[config.mk]
export PLATFORM = sky130hd
export DESIGN_NAME = qspi_xfer_arbiter
export DESIGN_NICKNAME = d
export VERILOG_FILES = /design/src/rtl/qspi_xfer_arbiter.sv
export SDC_FILE = /design/constraint.sdc
export NUM_CORES = 1
export LEC_CHECK = 0
export CAP_MARGIN = 20
export CORE_AREA = 2 2 106 108
export CTS_CLUSTER_DIAMETER = 80
export CTS_CLUSTER_SIZE = 16
export DETAILED_ROUTE_END_ITERATION = 10
export DIE_AREA = 0 0 108 110
export PLACE_DENSITY = 0.81
export SLEW_MARGIN = 30
export SYNTH_ARGS = -nofsm -noshare
export SYNTH_HDL_FRONTEND = slang
export SYNTH_SLANG_ARGS = --single-unit
export TNS_END_PERCENT = 10
[constraint.sdc]
create_clock -name clk -period 3.6 [get_ports clk]
set_clock_uncertainty 0.15 [all_clocks]
set_input_delay 0.54 -clock clk [delete_from_list [all_inputs] [get_ports clk]]
set_output_delay 0.54 -clock clk [all_outputs]
set_load 0.01 [all_outputs]
[src/rtl/qspi_xfer_arbiter.sv]
// Round-robin arbiter feeding one QSPI flash FSM from two descriptor sources; accept->start is 1 cycle.
// Define QSPI_ARB_TIMEOUT_EN to bound the BUSY wait by TIMEOUT_CYCLES (forced completion with err).
module qspi_xfer_arbiter #(
  parameter int unsigned TIMEOUT_CYCLES = 65535
) (
  input  logic        clk,
  input  logic        reset,
  input  logic        req0_valid,
  output logic        req0_ready,
  input  logic [7:0]  req0_opcode,
  input  logic [31:0] req0_addr,
  input  logic [31:0] req0_len,
  input  logic        req0_dir,
  input  logic [15:0] req0_cfg,
  output logic        req0_done,
  output logic        req0_err,
  input  logic        req1_valid,
  output logic        req1_ready,
  input  logic [7:0]  req1_opcode,
  input  logic [31:0] req1_addr,
  input  logic [31:0] req1_len,
  input  logic        req1_dir,
  input  logic [15:0] req1_cfg,
  output logic        req1_done,
  output logic        req1_err,
  output logic        start,
  input  logic        fsm_done,
  output logic [7:0]  cmd_opcode,
  output logic [31:0] addr,
  output logic [31:0] len_bytes,
  output logic        dir,
  output logic [1:0]  cmd_lanes_sel,
  output logic [1:0]  addr_lanes_sel,
  output logic [1:0]  data_lanes_sel,
  output logic [1:0]  addr_bytes_sel,
  output logic        mode_en,
  output logic [3:0]  dummy_cycles,
  output logic        busy
);

  typedef enum logic [1:0] {IDLE, LAUNCH, BUSY, COMPLETE} state_t;

  typedef struct packed {
    logic [7:0]  opcode;
    logic [31:0] addr;
    logic [31:0] len;
    logic        dir;
    logic [1:0]  cmd_lanes;
    logic [1:0]  addr_lanes;
    logic [1:0]  data_lanes;
    logic [1:0]  addr_bytes;
    logic        mode_en;
    logic [3:0]  dummy;
  } desc_t;

  localparam logic [31:0] TIMEOUT_LIM = TIMEOUT_CYCLES - 1;

  function automatic desc_t to_desc(input logic [7:0] op, input logic [31:0] a,
                                    input logic [31:0] len, input logic d,
                                    input logic [12:0] cfg);
    desc_t r;
    r.opcode     = op;
    r.addr       = a;
    r.len        = len;
    r.dir        = d;
    r.cmd_lanes  = cfg[1:0];
    r.addr_lanes = cfg[3:2];
    r.data_lanes = cfg[5:4];
    r.addr_bytes = cfg[7:6];
    r.mode_en    = cfg[8];
    r.dummy      = cfg[12:9];
    return r;
  endfunction

  state_t state, state_nxt;
  desc_t  desc_q;
  logic   idx_q;
  logic   last_idx;
  logic   grant_idx;
  logic   accept;
  logic   timeout_hit;
  logic   xfer_err;

  // last_idx holds the most recently served requester; reset value 1 favours requester 0
  assign grant_idx = (req0_valid && req1_valid) ? ~last_idx : req1_valid;
  assign accept    = ~reset && (state == IDLE) && (req0_valid || req1_valid);

  always_comb begin
    state_nxt = state;
    case (state)
      IDLE:     if (req0_valid || req1_valid) state_nxt = LAUNCH;
      LAUNCH:   state_nxt = BUSY;
      BUSY:     if (fsm_done || timeout_hit) state_nxt = COMPLETE;
      COMPLETE: state_nxt = IDLE;
      default:  state_nxt = IDLE;
    endcase
  end

  always_ff @(posedge clk) begin
    if (reset) begin
      state    <= IDLE;
      desc_q   <= '0;
      idx_q    <= 1'b0;
      last_idx <= 1'b1;
    end else begin
      state <= state_nxt;
      if (accept) begin
        idx_q  <= grant_idx;
        desc_q <= grant_idx ? to_desc(req1_opcode, req1_addr, req1_len, req1_dir, req1_cfg[12:0])
                            : to_desc(req0_opcode, req0_addr, req0_len, req0_dir, req0_cfg[12:0]);
      end
      if (state == COMPLETE) last_idx <= idx_q;
    end
  end

`ifdef QSPI_ARB_TIMEOUT_EN
  logic [31:0] busy_cnt;
  logic        err_q;

  assign timeout_hit = (state == BUSY) && (busy_cnt == TIMEOUT_LIM);
  assign xfer_err    = err_q;

  // err_q is re-evaluated every BUSY cycle; fsm_done on the limit cycle wins
  always_ff @(posedge clk) begin
    if (reset) begin
      busy_cnt <= '0;
      err_q    <= 1'b0;
    end else begin
      if (state == LAUNCH)    busy_cnt <= '0;
      else if (state == BUSY) busy_cnt <= busy_cnt + 32'd1;
      if (state == BUSY)      err_q <= timeout_hit & ~fsm_done;
    end
  end
`else
  logic unused_lim;
  assign unused_lim  = ^TIMEOUT_LIM;
  assign timeout_hit = 1'b0;
  assign xfer_err    = 1'b0;
`endif

  logic unused_cfg;
  assign unused_cfg = ^{req0_cfg[15:13], req1_cfg[15:13]};

  assign req0_ready = accept & ~grant_idx;
  assign req1_ready = accept & grant_idx;
  assign start      = (state == LAUNCH);
  assign busy       = (state != IDLE);
  assign req0_done  = (state == COMPLETE) && !idx_q;
  assign req1_done  = (state == COMPLETE) && idx_q;
  assign req0_err   = req0_done & xfer_err;
  assign req1_err   = req1_done & xfer_err;

  assign cmd_opcode     = desc_q.opcode;
  assign addr           = desc_q.addr;
  assign len_bytes      = desc_q.len;
  assign dir            = desc_q.dir;
  assign cmd_lanes_sel  = desc_q.cmd_lanes;
  assign addr_lanes_sel = desc_q.addr_lanes;
  assign data_lanes_sel = desc_q.data_lanes;
  assign addr_bytes_sel = desc_q.addr_bytes;
  assign mode_en        = desc_q.mode_en;
  assign dummy_cycles   = desc_q.dummy;

endmodule

==> After elaboration in Yosys (flattened, before gate mapping) <==
Index checks and enable logic that the tools add are counted.
{ "totals": {"latch_bits": 0, "romBits": 0, "elab_cells": 38, "ram_bits": 0, "ff_bits": 90, "memories": 0} }
{ "op_classes": {"add_sub_neg": 0, "magnitude_cmp": 0, "div_mod_pow": 0, "multipliers": 0, "reduce_logical": 10, "n_eq_ne": 5, "shift": 0, "bitwise_logic": 5, "mux": 5} }
{ "op_table": {"columns": ["op", "n"], "rows": [
  ["2-to-1 mux 86 bit", 1],
  ["case mux 2 bit (4 select lines)", 1],
  ["logical AND 1 bit", 5],
  ["equality test 2 bit, second input constant", 2],
  ["2-to-1 mux 2 bit", 2],
  ["NOT 1 bit", 3],
  ["bitwise AND 1 bit", 2],
  ["equality test 2 x 1 -> 1 bit, second input constant", 1],
  ["zero test 2 bit", 1],
  ["!= test 2 x 1 -> 1 bit, second input constant", 1],
  ["!= test 2 bit, second input constant", 1],
  ["AND reduction 2 bit", 1],
  ["nonzero test 2 bit", 1],
  ["zero test 1 bit", 1],
  ["logical OR 1 bit", 1],
  ["2-to-1 mux 1 bit", 1]
]} }

==> Depth between registers and ports, before layout <==
Gate-level depths: netlist of run 1.
{ "depth": {"ltp_word": 4, "ltp_mapped": 8, "depth_no_buf": 5} }

==> Worst setup path after synthesis of run 1 <==
Ideal clock, no wire load.
{ "synth_path": {"path_type": "register -> output", "startpoint": "register state[0]", "endpoint": "output port req1_ready", "setup_slack_ps": 1491, "path_buffers": 2, "stages_incl_launch_ff": 7, "required_ps": 2910, "arrival_time_ps": 1419, "path_cell_list": "dfxtp_1 inv_1 ha_1 nor2b_2 buf_2 clkbuf_1 and2_1"} }
{ "synth_via": {"elab_chain_len": 4} }
{ "synth_rtl": {"columns": ["item", "line_no", "source"], "rows": [
  ["start: declaration", "75", "state_t state, state_nxt;"],
  ["start signal: assignment", "106", "state <= state_nxt;"],
  ["zero test 2 bit", "86", "assign accept = ~reset && (state == IDLE) && (req0_valid || req1_valid);"],
  ["logical AND 1 bit (2 in a row)", "86", null],
  ["bitwise AND 1 bit", "145", "assign req1_ready = accept & grant_idx;"],
  ["end: declaration", "18", "output logic req1_ready,"]
]} }
Every way passes these cells.

==> Final worst setup path of run 1 <==
{ "layout_path": {"startpoint": "register state[0]", "endpoint": "output port req0_ready"} }
{ "layout_via": {"elab_chain_len": 4} }
{ "layout_rtl": {"columns": ["item", "line_no", "source"], "rows": [
  ["zero test 2 bit", "86", null],
  ["logical AND 1 bit (2 in a row)", "86", null],
  ["bitwise AND 1 bit", "144", "assign req0_ready = accept & ~grant_idx;"],
  ["end: declaration", "9", "output logic req0_ready,"]
]} }
Every way passes these cells.

==> results of run 1 <==
## synthesized netlist by cell type (all sizes together)
library cell / count / area share (%)
and2: 2 / 0.35
a21oi: 1 / 0.14
a21boi: 1 / 0.21
inv: 6 / 0.63
and3: 87 / 15
a221o: 86 / 24
o221a: 1 / 0.31
clkbuf: 20 / 2.1
mux2i: 1 / 0.28
nand2b: 1 / 0.17
nor2: 2 / 0.21
or2: 1 / 0.17
nand2: 3 / 0.31
dfxtp: 90 / 50
buf: 19 / 3.5
conb: 1 / 0.10
a22oi: 1 / 0.21
a211o: 1 / 0.24
ha: 4 / 1.4
nor2b: 1 / 0.24
a2bb2oi: 1 / 0.24
## power groups by stage
| stage | registers, mW | clock network, mW | logic (mW) |
|---|---|---|---|
| after global placement | 1.46 | 0 | 1.70 |
| after CTS | 1.45 | 0.746 | 1.73 |
| after detailed placement | 1.47 | 0 | 1.72 |
| after global routing | 1.49 | 0.782 | 1.84 |
| after floorplan | 1.58 | 0 | 0.661 |
| final | 1.46 | 0.723 | 1.72 |
## worst max path at each step
| stage | start | to |
|---|---|---|
| floorplan | state[0] | req1_ready |
| global placement | reset | req0_ready |
| detailed placement | reset | len_bytes[0] |
| CTS | state[0] | req0_ready |
| global route | state[1] | req0_ready |
| finish | state[0] | req0_ready |
## cell families (layout without fill, tap and decap cells)
| family | after synthesis | after routing | synth area share [%] |
|---|---|---|---|
| other cells | 1 | 2 | 0.104 |
| mux | 1 | 1 | 0.278 |
| compound gates | 92 | 92 | 25.3 |
| fa+ha+maj | 4 | 4 | 1.39 |
| flops | 90 | 90 | 50.1 |
| simple gates | 97 | 97 | 16.6 |
| buf+inv | 45 | 295 | 6.20 |
## worst max-delay path, delay by kind of cell, from the launching register on
| kind | cells | cell delay [ns] |
|---|---|---|
| DFF | 1 | 0.35 |
| buffers and inverters | 2 | 0.63 |
| adders and majority gates | 1 | 0.31 |
| and+or+nand+nor | 2 | 0.43 |
## per-layer routing
layer	vias up	routed length (um)	track usage [%]
li1	1799	-	-
met1	1811	4960	23.1
met2	206	6490	37.6
met3	23	1460	8.00
met4	0	297	8.70
met5	-	0	0
## cells in the final DEF (no fill, tap or decap), drive strengths merged
cell | Yosys | final
clkbuf | 20 | 13
a211o | 1 | 1
nand2b | 1 | 1
bufinv | 0 | 1
or2 | 1 | 1
clkdlybuf4s50 | 0 | 268
dfxtp | 90 | 90
buf | 19 | 5
clkinv | 0 | 1
nor2b | 1 | 1
conb | 1 | 2
and2 | 2 | 2
ha | 4 | 4
clkinvlp | 0 | 1
nand2 | 3 | 3
a22oi | 1 | 1
nor2 | 2 | 2
and3 | 87 | 87
a221o | 86 | 86
inv | 6 | 6
mux2i | 1 | 1
a21oi | 1 | 1
a2bb2oi | 1 | 1
a21boi | 1 | 1
o221a | 1 | 1
## final cells by class
class                           count  area share, %
Clock buffer                       13           2.58
Clock inverter                      3          0.707
Inverter                            6          0.344
Multi-Input combinational cell    196           24.5
Sequential cell                    90           27.5
Tap cell                          140           2.67
Timing Repair Buffer              273           41.7
## sequential cells by signal (all words and copies together) (netlist names)
signal / count
addr: 32
addr_bytes_sel: 2
addr_lanes_sel: 2
cmd_lanes_sel: 2
cmd_opcode: 8
data_lanes_sel: 2
dir: 1
dummy_cycles: 4
idx_q: 1
last_idx: 1
len_bytes: 32
mode_en: 1
state: 2
## metrics by stage
stage | hold WS, ns | cell area (um2) | util [%] | worst slack (ns) | cells
floorplan | 0.299 | 3600 | - | 1.49 | 331
global placement | 0.318 | 6330 | 59.2 | 0.881 | 705
detailed placement | 0.317 | 6330 | 59.2 | 0.834 | 705
CTS | 0.344 | 6550 | 61.2 | 0.820 | 721
global route | 0.359 | 6550 | 61.2 | 0.754 | 721
finish | 0.341 | 6550 | 61.2 | 0.854 | 721
==> impl_metrics.env, run 1 <==
export IMPL_hold_viol=0
export IMPL_vias=3839
export IMPL_relSlewSlack_pct=36.5
export IMPL_power_mw=3.90
export IMPL_hold_depth=1
export IMPL_drc=0
export IMPL_rsz0062_at_grt="no"
export IMPL_seq_area_um2=1800
export IMPL_ys_seq_area_share_pct=50.1
export IMPL_core_area_um2=10700
export IMPL_htree_levels=3
export IMPL_dieArea_um2=11900
export IMPL_yosys_warnings=0
export IMPL_outcome="finished clean"
export IMPL_antenna_left=0
export IMPL_clockPowerShare_pct=18.5
export IMPL_tritoncts="built"
export IMPL_initial_core_util_pct=33.6
export IMPL_worstHoldEndpoint="addr_lanes_sel[1]"
export IMPL_combPwrFrac_pct=44.1
export IMPL_period_share_pct=76.3
export IMPL_port_buffers=268
export IMPL_clk_path_buf_depth=2
export IMPL_slowest_delay_ns=0.54
export IMPL_seq_power_share_pct=37.4
export IMPL_fillers=878
export IMPL_p_sw_share_pct=32.2
export IMPL_fp_dieH_um=110
export IMPL_wl_um=13200
export IMPL_cp_cell_sequence="inv_1 > ha_1 > nor2b_4 > and3_2 > clkdlybuf4s50_1"
export IMPL_syn_inst=330
export IMPL_wl_per_cell_um=18.3
export IMPL_setup_viol=0
export IMPL_power_density_nw_per_um2=595
export IMPL_cts_setup_buffers=0
export IMPL_diodes=0
export IMPL_antenna_found_initial=0
export IMPL_synth_area_um2=3590
export IMPL_firstDrtPassIters=5
export IMPL_end_kind="output port"
export IMPL_syn_avg_cell_area_um2=10.9
export IMPL_p_int_mw=2.64
export IMPL_grt_pass1_wl_um=19800
export IMPL_grt_max_degree=88
export IMPL_cts_clk_slew_worst_paths_ns=0.08
export IMPL_gp_congestion=0.871
export IMPL_cap_violations=0
export IMPL_drive_gt1_share_pct=4.30
export IMPL_die_x_um=108
export IMPL_cts_buffers=9
export IMPL_dpl_hpwl_um=9310
export IMPL_tightest_slew_ns=0.953
export IMPL_clockRootBuffer="clkbuf_8"
export IMPL_synth_cell_types=23
export IMPL_crit_required_ns=2.91
export IMPL_regToRegStartpoint="state[0]"
export IMPL_cp_slowest_cell="clkdlybuf4s50_1"
export IMPL_grt_remaining_overflow=0
export IMPL_arrival_ns=2.06
export IMPL_area_growth_syn_to_layout_pct=82.2
export IMPL_ios=277
export IMPL_grt_util_all_layers_pct=21.3
export IMPL_startpoint_type="flip-flop"
export IMPL_avgViaCountPerCell=5.32
export IMPL_reg2regPathDepth=6
export IMPL_p_leak_nw=2.82
export IMPL_rows=38
export IMPL_path_max_fanout=6
export IMPL_synth_seq_cells=90
export IMPL_clock_sinks=90
export IMPL_max_freq_ghz=0.364
export IMPL_hold_path_class="reg2reg"
export IMPL_multi_input_area_um2=1600
export IMPL_grt_pass1_vias=3837
export IMPL_fin_setup_tns_ns=0
export IMPL_nNetsFinal=763
export IMPL_drtIter0Drc=219
export IMPL_worstHoldStart="addr_lanes_sel[1]"
export IMPL_r2r_end="addr[28]"
export IMPL_final_min_clock_period_ns=2.75
export IMPL_ctsHoldBuffers=0
export IMPL_cts_resized_gates=0
export IMPL_maxSlewViolCount=0
export IMPL_r2r_setup_slack_ns=1.15
export IMPL_crit_type="reg2out"
export IMPL_max_vdd_ir_drop_mv=0.288
export IMPL_clk_latency_ns=0.34
export IMPL_p_switching_mw=1.26
Power figures use the tool's default switching activity.
==> run 2: changes to the inputs <==
==> constraint.sdc (replaced) <==
create_clock -name clk -period 2.7 [get_ports clk]
set_clock_uncertainty 0.15 [all_clocks]
set_input_delay 0.405 -clock clk [delete_from_list [all_inputs] [get_ports clk]]
set_output_delay 0.405 -clock clk [all_outputs]
set_load 0.01 [all_outputs]
==> run 2 against run 1 <==
Against the previous run:
- via count grew 1.4%
- design area is essentially flat
- first-iteration DRC count grew 55%
- worst hold slack gained 0.0021 ns
- worst setup slack lost 0.76 ns
- clock power grew 27%
- global-route usage shrank 0.33 points
- register-to-register slack lost 0.51 ns
- utilization is essentially flat
- sequential power grew 33%
- final cell count grew 0.14%
- largest cell class unchanged
==> impl_metrics.env, run 2 (synthesis gave the netlist of run 1 again) <==
export IMPL_outcome="finished clean"
export IMPL_p_leak_nw=2.81
export IMPL_avgViaCountPerCell=5.39
export IMPL_clk_path_buf_depth=2
export IMPL_combPwrFrac_pct=44.7
export IMPL_cts_clk_slew_worst_paths_ns=0.09
export IMPL_dp_cells=706
export IMPL_p_int_mw=3.49
export IMPL_max_vdd_ir_drop_mv=0.402
export IMPL_clock_sinks=90
export IMPL_core_area_um2=10700
export IMPL_antenna_found_initial=0
export IMPL_initial_core_util_pct=33.6
export IMPL_diodes=0
export IMPL_final_common_cell="clkdlybuf4s50_1"
export IMPL_antenna_left=0
export IMPL_nNetsFinal=764
export IMPL_cts_buffers=9
export IMPL_fp_dieH_um=110
export IMPL_power_density_nw_per_um2=790
export IMPL_startpoint_type="flip-flop"
export IMPL_drc=0
export IMPL_grt_pass1_vias=3886
export IMPL_path_max_fanout=6
export IMPL_grt_max_degree=88
export IMPL_fin_setup_tns_ns=0
export IMPL_grt_remaining_overflow=0
export IMPL_period_share_pct=96.5
export IMPL_final_util_pct=61.3
export IMPL_clockRootBuffer="clkbuf_8"
export IMPL_die_x_um=108
export IMPL_htree_levels=3
export IMPL_dpl_hpwl_um=9300
export IMPL_wl_per_cell_um=18.4
export IMPL_crit_required_ns=2.14
export IMPL_wl_um=13300
export IMPL_cap_violations=0
export IMPL_grt_pass1_wl_um=19500
export IMPL_hold_path_class="reg2reg"
export IMPL_crit_type="reg2out"
export IMPL_max_freq_ghz=0.384
export IMPL_hold_viol=0
export IMPL_regToRegStartpoint="state[0]"
export IMPL_grt_util_all_layers_pct=21.0
export IMPL_gp_congestion=0.869
export IMPL_rsz0062_at_grt="no"
export IMPL_seq_power_share_pct=37.5
export IMPL_port_buffers=268
export IMPL_dieArea_um2=11900
export IMPL_vias=3893
export IMPL_cts_resized_gates=1
export IMPL_relSlewSlack_pct=49.0
export IMPL_drtIter0Drc=339
export IMPL_ctsHoldBuffers=0
export IMPL_tightest_slew_ns=0.765
export IMPL_final_cell_mix="268 x clkdlybuf4s50_1, 90 x dfxtp_1, 86 x and3_1, 86 x a221o_1, 10 x clkbuf_8"
export IMPL_final_min_clock_period_ns=2.61
export IMPL_end_kind="output port"
export IMPL_ios=277
export IMPL_area_growth_syn_to_layout_pct=82.3
export IMPL_cts_setup_buffers=0
export IMPL_p_switching_mw=1.69
export IMPL_p_sw_share_pct=32.6
export IMPL_rows=38
export IMPL_arrival_ns=2.05
export IMPL_maxSlewViolCount=0
export IMPL_drive_gt1_share_pct=4.47
export IMPL_clk_latency_ns=0.35
export IMPL_firstDrtPassIters=7
export IMPL_worstHoldStart="addr[11]"
export IMPL_startpoint="state[0]"
export IMPL_tritoncts="built"
export IMPL_clockPowerShare_pct=17.8
export IMPL_setup_viol=0
export IMPL_final_cells=722
[run 2: changes by cell type in the layout (fill, tap and decap cells not counted), sizes merged]
| cell | change |
|---|---|
| buf | +1 |
| clkbuf | -1 |
| clkinv | +1 |
[run 2: per-layer routing]
metal | GRT usage, % | vias up | wire length, um
met5 | 0 | - | 0
met2 | 36.5 | 222 | 6430
met4 | 6.96 | 0 | 273
met1 | 23.2 | 1839 | 5040
met3 | 8.94 | 26 | 1550
li1 | - | 1806 | -
[run 2: metrics by stage]
stage | instance area [um2] | setup WS (ns) | power (mW) | hold WS [ns]
after floorplan | 3600 | 0.706 | 2.99 | 0.299
after CTS | 6550 | 0.0793 | 5.22 | 0.345
final | 6550 | 0.0940 | 5.17 | 0.343
after global placement | 6350 | 0.350 | 4.22 | 0.318
after detailed placement | 6350 | 0.336 | 4.27 | 0.318
after global routing | 6550 | 0.0385 | 5.45 | 0.360
[run 2: final timing paths]
path | cells past startpoint | slack, ns | endpoint
worst max-delay path | 5 | 0.09 | req0_ready
worst min register to register | 1 | 0.34 | addr[11]
worst min-delay path | 1 | 0.34 | addr[11]
worst max register to register | 6 | 0.64 | dummy_cycles[3]
[run 2: layout make-up]
type | instances | area, um2
fillers | 876 | 4140
repair buffers | 274 | 2750
flip-flops and latches | 90 | 1800
multi-input cells | 196 | 1610
well taps | 140 | 175
clock buffers | 12 | 145
clock inverters | 4 | 51.3
inverters | 6 | 22.5
[run 2: power by group through the flow]
stage	clock, mW	combinational [mW]	sequential [mW]
2_1_floorplan	0	0.881	2.11
3_3_place_gp	0	2.28	1.94
3_5_place_dp	0	2.32	1.96
4_1_cts	0.948	2.34	1.94
5_1_grt	1.01	2.47	1.98
6_report	0.920	2.32	1.94
[run 2: worst max-delay path, stage by stage, from the launching register on]
cell	delay (ns)
dfxtp_1	0.35
inv_1	0.10
ha_2	0.27
nor2b_4	0.19
and3_2	0.24
clkdlybuf4s50_1	0.56
==> RTL change 1: new RTL, settings of run 1 <==
Add a define of `QSPI_ARB_TIMEOUT_EN`.
--- a/src/rtl/qspi_xfer_arbiter.sv
+++ b/src/rtl/qspi_xfer_arbiter.sv
@@ -1,5 +1,7 @@
 // Round-robin arbiter feeding one QSPI flash FSM from two descriptor sources; accept->start is 1 cycle.
 // Define QSPI_ARB_TIMEOUT_EN to bound the BUSY wait by TIMEOUT_CYCLES (forced completion with err).
+`define QSPI_ARB_TIMEOUT_EN
+
 module qspi_xfer_arbiter #(
   parameter int unsigned TIMEOUT_CYCLES = 65535
 ) (
Formal check against the unedited RTL: no difference found for any inputs over 10 cycles, from zero or initial values and one cycle with reset high; that may be too few to reach the edited logic, so the function may still have changed.
==> RTL change 1 against run 1 <==
Routed wire length increased by 49%; non-clock buffer count grew 6; total power up 52%; utilization increased by 23 points; area after synthesis increased by 58%; setup slack got worse by 0.15 ns; via count up 53%; final area grew 38%; die area unchanged; sequential cell count rose by 33; largest cell class is now multi-input combinational cells; highest routed layer unchanged.
==> RTL change 1: results (changes against run 1) <==
Status:
- The flow ran to the end, and the final reports show no timing, DRC or antenna violations.

Placed design:
- The placed instance area is 8480 sq um (+34%).
- The sum of net half-perimeters after detailed placement is 14.2 mm (+52%).
- The number of port buffers is 270 (+0.75%).
- The routability congestion estimate is 0.900 (+3.3%).

Worst setup path:
- The largest stage delay on the critical path is 0.59 ns (+0.05 ns).
- The highest net fanout along the worst path is 5 (-1).

CTS:
- The clock slew at the register clock pins of the worst setup and hold paths came to 0.06 ns (-0.02 ns).
- The number of levels in the clock H-tree is 4 (+1).
- The CTS buffer count is 17 (+8).
- The clock network latency to the later pin of the worst-skew pair is 0.52 ns (+0.18 ns).

Logic synthesis:
- Ranked by total cell area, the synthesized netlist is headed by sky130_fd_sc_hd__dfxtp_1 (43%), sky130_fd_sc_hd__mux2i_1 (16%), sky130_fd_sc_hd__a211oi_1 (12%).
- In the synthesized netlist, the cells that appear most often are sky130_fd_sc_hd__dfxtp_1 (123), sky130_fd_sc_hd__nor2_1 (106), sky130_fd_sc_hd__mux2i_1 (89).
- The sequential area share after synthesis is 43.2% (-6.9 points).

Global routing:
- The met3 track demand over resource in global routing is 14.3% (+6.3 points).
- The routing usage on met1 is 33.3% (+10 points).
- The via count of the first global-routing pass is 5939 (+55%).
- The wire length of the first global-routing pass came to 29.5 mm (+49%).
- The pin count of the biggest net entering global routing was 74 (-16%).
- The overall routing resource usage was 32.4% (+11 points).
- The met2 capacity usage during global routing is 57.6% (+20 points).

Final layout:
- The net total in the final layout was 1059 (+39%).
- The share of layout cells above drive strength 1 was 5.22% (+0.91 points).
- The fill cell instance count of the final layout came to 631 (-28%).

Routing:
- The routed length on met2 is 10.0 mm (+54%).
- The wire length on met3 is 1.95 mm (+33%).
- The routed wire length per instance is 19.2 um (+4.8%).
- The met1 layer wirelength in the final routing is 6.92 mm (+40%).
- The number of DRC markers in iteration 0 came to 354 (+62%).

Power:
- The reported leakage power came to 3.30 nW (+17%).
- The highest ir drop seen on vdd is 0.000461 V (+60%).
[RTL change 1: layout make-up]
| cell class | instances | area (sq um) | share of cell area, % |
|---|---|---|---|
| multi-input combinational | 438 | 3000 | 33.2 |
| clock buffer | 23 | 467 | 5.16 |
| inverter | 11 | 41.3 | 0.457 |
| tap | 140 | 175 | 1.94 |
| clock inverter | 8 | 92.6 | 1.02 |
| timing repair buffer | 279 | 2800 | 31.0 |
| sequential | 123 | 2460 | 27.2 |
[RTL change 1: kinds of logic (layout without fill, tap and decap cells)]
kind of cell,count (synthesis),in the layout,synth area share (%)
and+or+nand+nor,200,200,17.1
xor gates and xnor gates,12,12,1.85
buffers and inverters,61,321,4.50
AOI/OAI and AO/OA,130,130,16.2
adders and majority gates,6,6,1.32
muxes,90,90,15.8
DFF,123,123,43.2
[RTL change 1: stage by stage]
stage | power, mW | cells | setup WS [ns]
6_report | 5.91 | 1022 | 0.701
5_1_grt | 6.21 | 1022 | 0.577
4_1_cts | 5.92 | 1022 | 0.701
3_5_place_dp | 4.27 | 991 | 0.798
3_3_place_gp | 4.18 | 991 | 0.807
2_1_floorplan | 3.05 | 622 | 1.20
[RTL change 1: path summary, 6_finish.rpt]
path                  from           end  slack (ns)  cells after the start
setup / recovery  state[1]    req1_ready        0.70                      5
hold / removal       idx_q         idx_q        0.34                      2
setup reg to reg  state[0]  busy_cnt[21]        0.92                      7
hold reg to reg      idx_q         idx_q        0.34                      2
[RTL change 1: power by group]
part           switching, mW  internal, mW  leakage (nW)
combinational           1.17          1.19          2.01
clock                  0.589          1.03         0.277
sequential             0.207          1.73          1.01
total                   1.97          3.95          3.30
==> RTL change 2: new RTL, settings of run 1 <==
Made on the original files. Put a register stage on the output `req1_err`, with the module's reset. The value now appears one clock later. The other outputs are not delayed to match.
--- a/src/rtl/qspi_xfer_arbiter.sv
+++ b/src/rtl/qspi_xfer_arbiter.sv
@@ -148,7 +148,13 @@
   assign req0_done  = (state == COMPLETE) && !idx_q;
   assign req1_done  = (state == COMPLETE) && idx_q;
   assign req0_err   = req0_done & xfer_err;
-  assign req1_err   = req1_done & xfer_err;
+  always_ff @(posedge clk) begin
+    if (reset) begin
+      req1_err <= '0;
+    end else begin
+      req1_err <= req1_done & xfer_err;
+    end
+  end
 
   assign cmd_opcode     = desc_q.opcode;
   assign addr           = desc_q.addr;
Behaviour: unchanged (Yosys induction, for registers that start in step).
==> RTL change 2 against run 1 <==
Sequential cell count unchanged; total power grew 2.9%; utilization increased by 2.3 points; final area up 3.8%; combinational power increased by 4%; critical endpoint is now req1_ready; setup slack lost 0.045 ns; routed wire length increased by 11%; area after synthesis is 6.6% higher.
==> RTL change 2: results (changes against run 1) <==
Status:
- The run finished with clean final reports.

Routing:
- The first-pass iteration count of the detailed router is 4 (-1).
- The number of DRC markers in iteration 0 was 347 (+58%).

Worst setup path:
- The arrival time at the worst endpoint is 2.10 ns (+0.04 ns).
- The largest stage delay on the critical path is 0.62 ns (+0.08 ns).
- The register-to-register path setup slack was 1.20 ns (+0.05 ns).
- The end of the critical path is req1_ready.
- The endpoint identified for the worst register-to-register timing path is len_bytes[5].

Global routing:
- The via count of the first global-routing pass is 4321 (+13%).
- The wire length of the first global-routing pass came to 21.7 mm (+9.6%).
- The overall routing resource usage is 23.0% (+1.6 points).
- The number of antenna violations at the first check in global routing is 1 (+1).

Placed design:
- The placed instance area is 6580 sq um (+3.9%).
- The routability congestion estimate is 0.782 (-10%).

Logic synthesis:
- The post-synthesis adder-cell area fraction came to 1.31% (-0.087 points).
- The share of synthesized area spent on multiplexers is 0.261% (-0.017 points).
- In the post-synthesis netlist, the biggest area contributors are sky130_fd_sc_hd__dfxtp_1 (47%), sky130_fd_sc_hd__a221o_1 (22%), sky130_fd_sc_hd__nor3_1 (11%).
- The sequential area share after synthesis came to 47.0% (-3.1 points).
- Ranked by instance count, the synthesized netlist is headed by sky130_fd_sc_hd__dfxtp_1 (90), sky130_fd_sc_hd__nand2_1 (88), sky130_fd_sc_hd__a221o_1 (86), sky130_fd_sc_hd__nor3_1 (86), sky130_fd_sc_hd__clkbuf_1 (29).
- The compound-cell area share of the yosys netlist is 24.2% (-1.2 points).
- The number of unique standard cell types used by synthesis is 24 (+4.3%).

CTS:
- The clock slew at the register clock pins of the worst setup and hold paths was 0.08 ns (about the same).
- The count of instances resized after the clock tree is built is 0 (unchanged).

Hold path:
- The startpoint of the worst hold path is idx_q.

Power:
- The reported leakage power came to 2.60 nW (-7.6%).
- The highest ir drop seen on vdd is 0.000318 V (+11%).

Final layout:
- The share of layout cells above drive strength 1 was 4.35% (+0.045 points).
[RTL change 2: changes by cell type after synthesis, sizes merged]
cell / before / now
inv: 6 / 7
a21boi: 1 / 0
nor3b: 0 / 1
buf: 19 / 21
clkbuf: 20 / 29
and2: 2 / 1
a22oi: 1 / 0
nand2: 3 / 88
a211oi: 0 / 1
a21o: 0 / 1
nor2: 2 / 1
nor3: 0 / 86
and3: 87 / 0
[RTL change 2: stage by stage]
stage                     hold WS (ns)  utilization, %  std cells  worst slack (ns)  total power [mW]
after global placement           0.302            61.5        792             0.803              3.21
after global routing             0.355            63.5        808             0.745              4.22
after floorplan                  0.291               -        426              1.30              2.27
after CTS                        0.334            63.5        807             0.784              4.04
final                            0.329            63.5        808             0.808              4.01
after detailed placement         0.313            61.5        792             0.768              3.26
[RTL change 2: layer usage]
| layer | track usage (%) | routed length (um) |
|---|---|---|
| met1 | 25.3 | 5490 |
| met2 | 40.3 | 7180 |
| met3 | 7.52 | 1490 |
| met4 | 10.6 | 524 |
| met5 | 0 | 0 |
[RTL change 2: power breakdown]
group,total (mW),switching [mW],internal [mW],leakage [nW]
logic,1.79,0.812,0.982,1.75
registers,1.45,0.167,1.29,0.742
clock network,0.761,0.356,0.406,0.112
[RTL change 2: area by class of cell]
cell class              count  area (sq um)
well taps                 140           175
diodes                      1          2.50
fillers                   905          3900
flip-flops and latches     90          1800
repair buffers            276          2760
clock buffers              10           138
inverters                   7          26.3
multi-input cells         279          1810
clock inverters             5          78.8
[RTL change 2: kinds of logic after synthesis]
logic type      Yosys count
other cells               1
flops                    90
buf+inv                  57
compound gates           92
mux                       1
simple gates            180
fa+ha+maj                 4
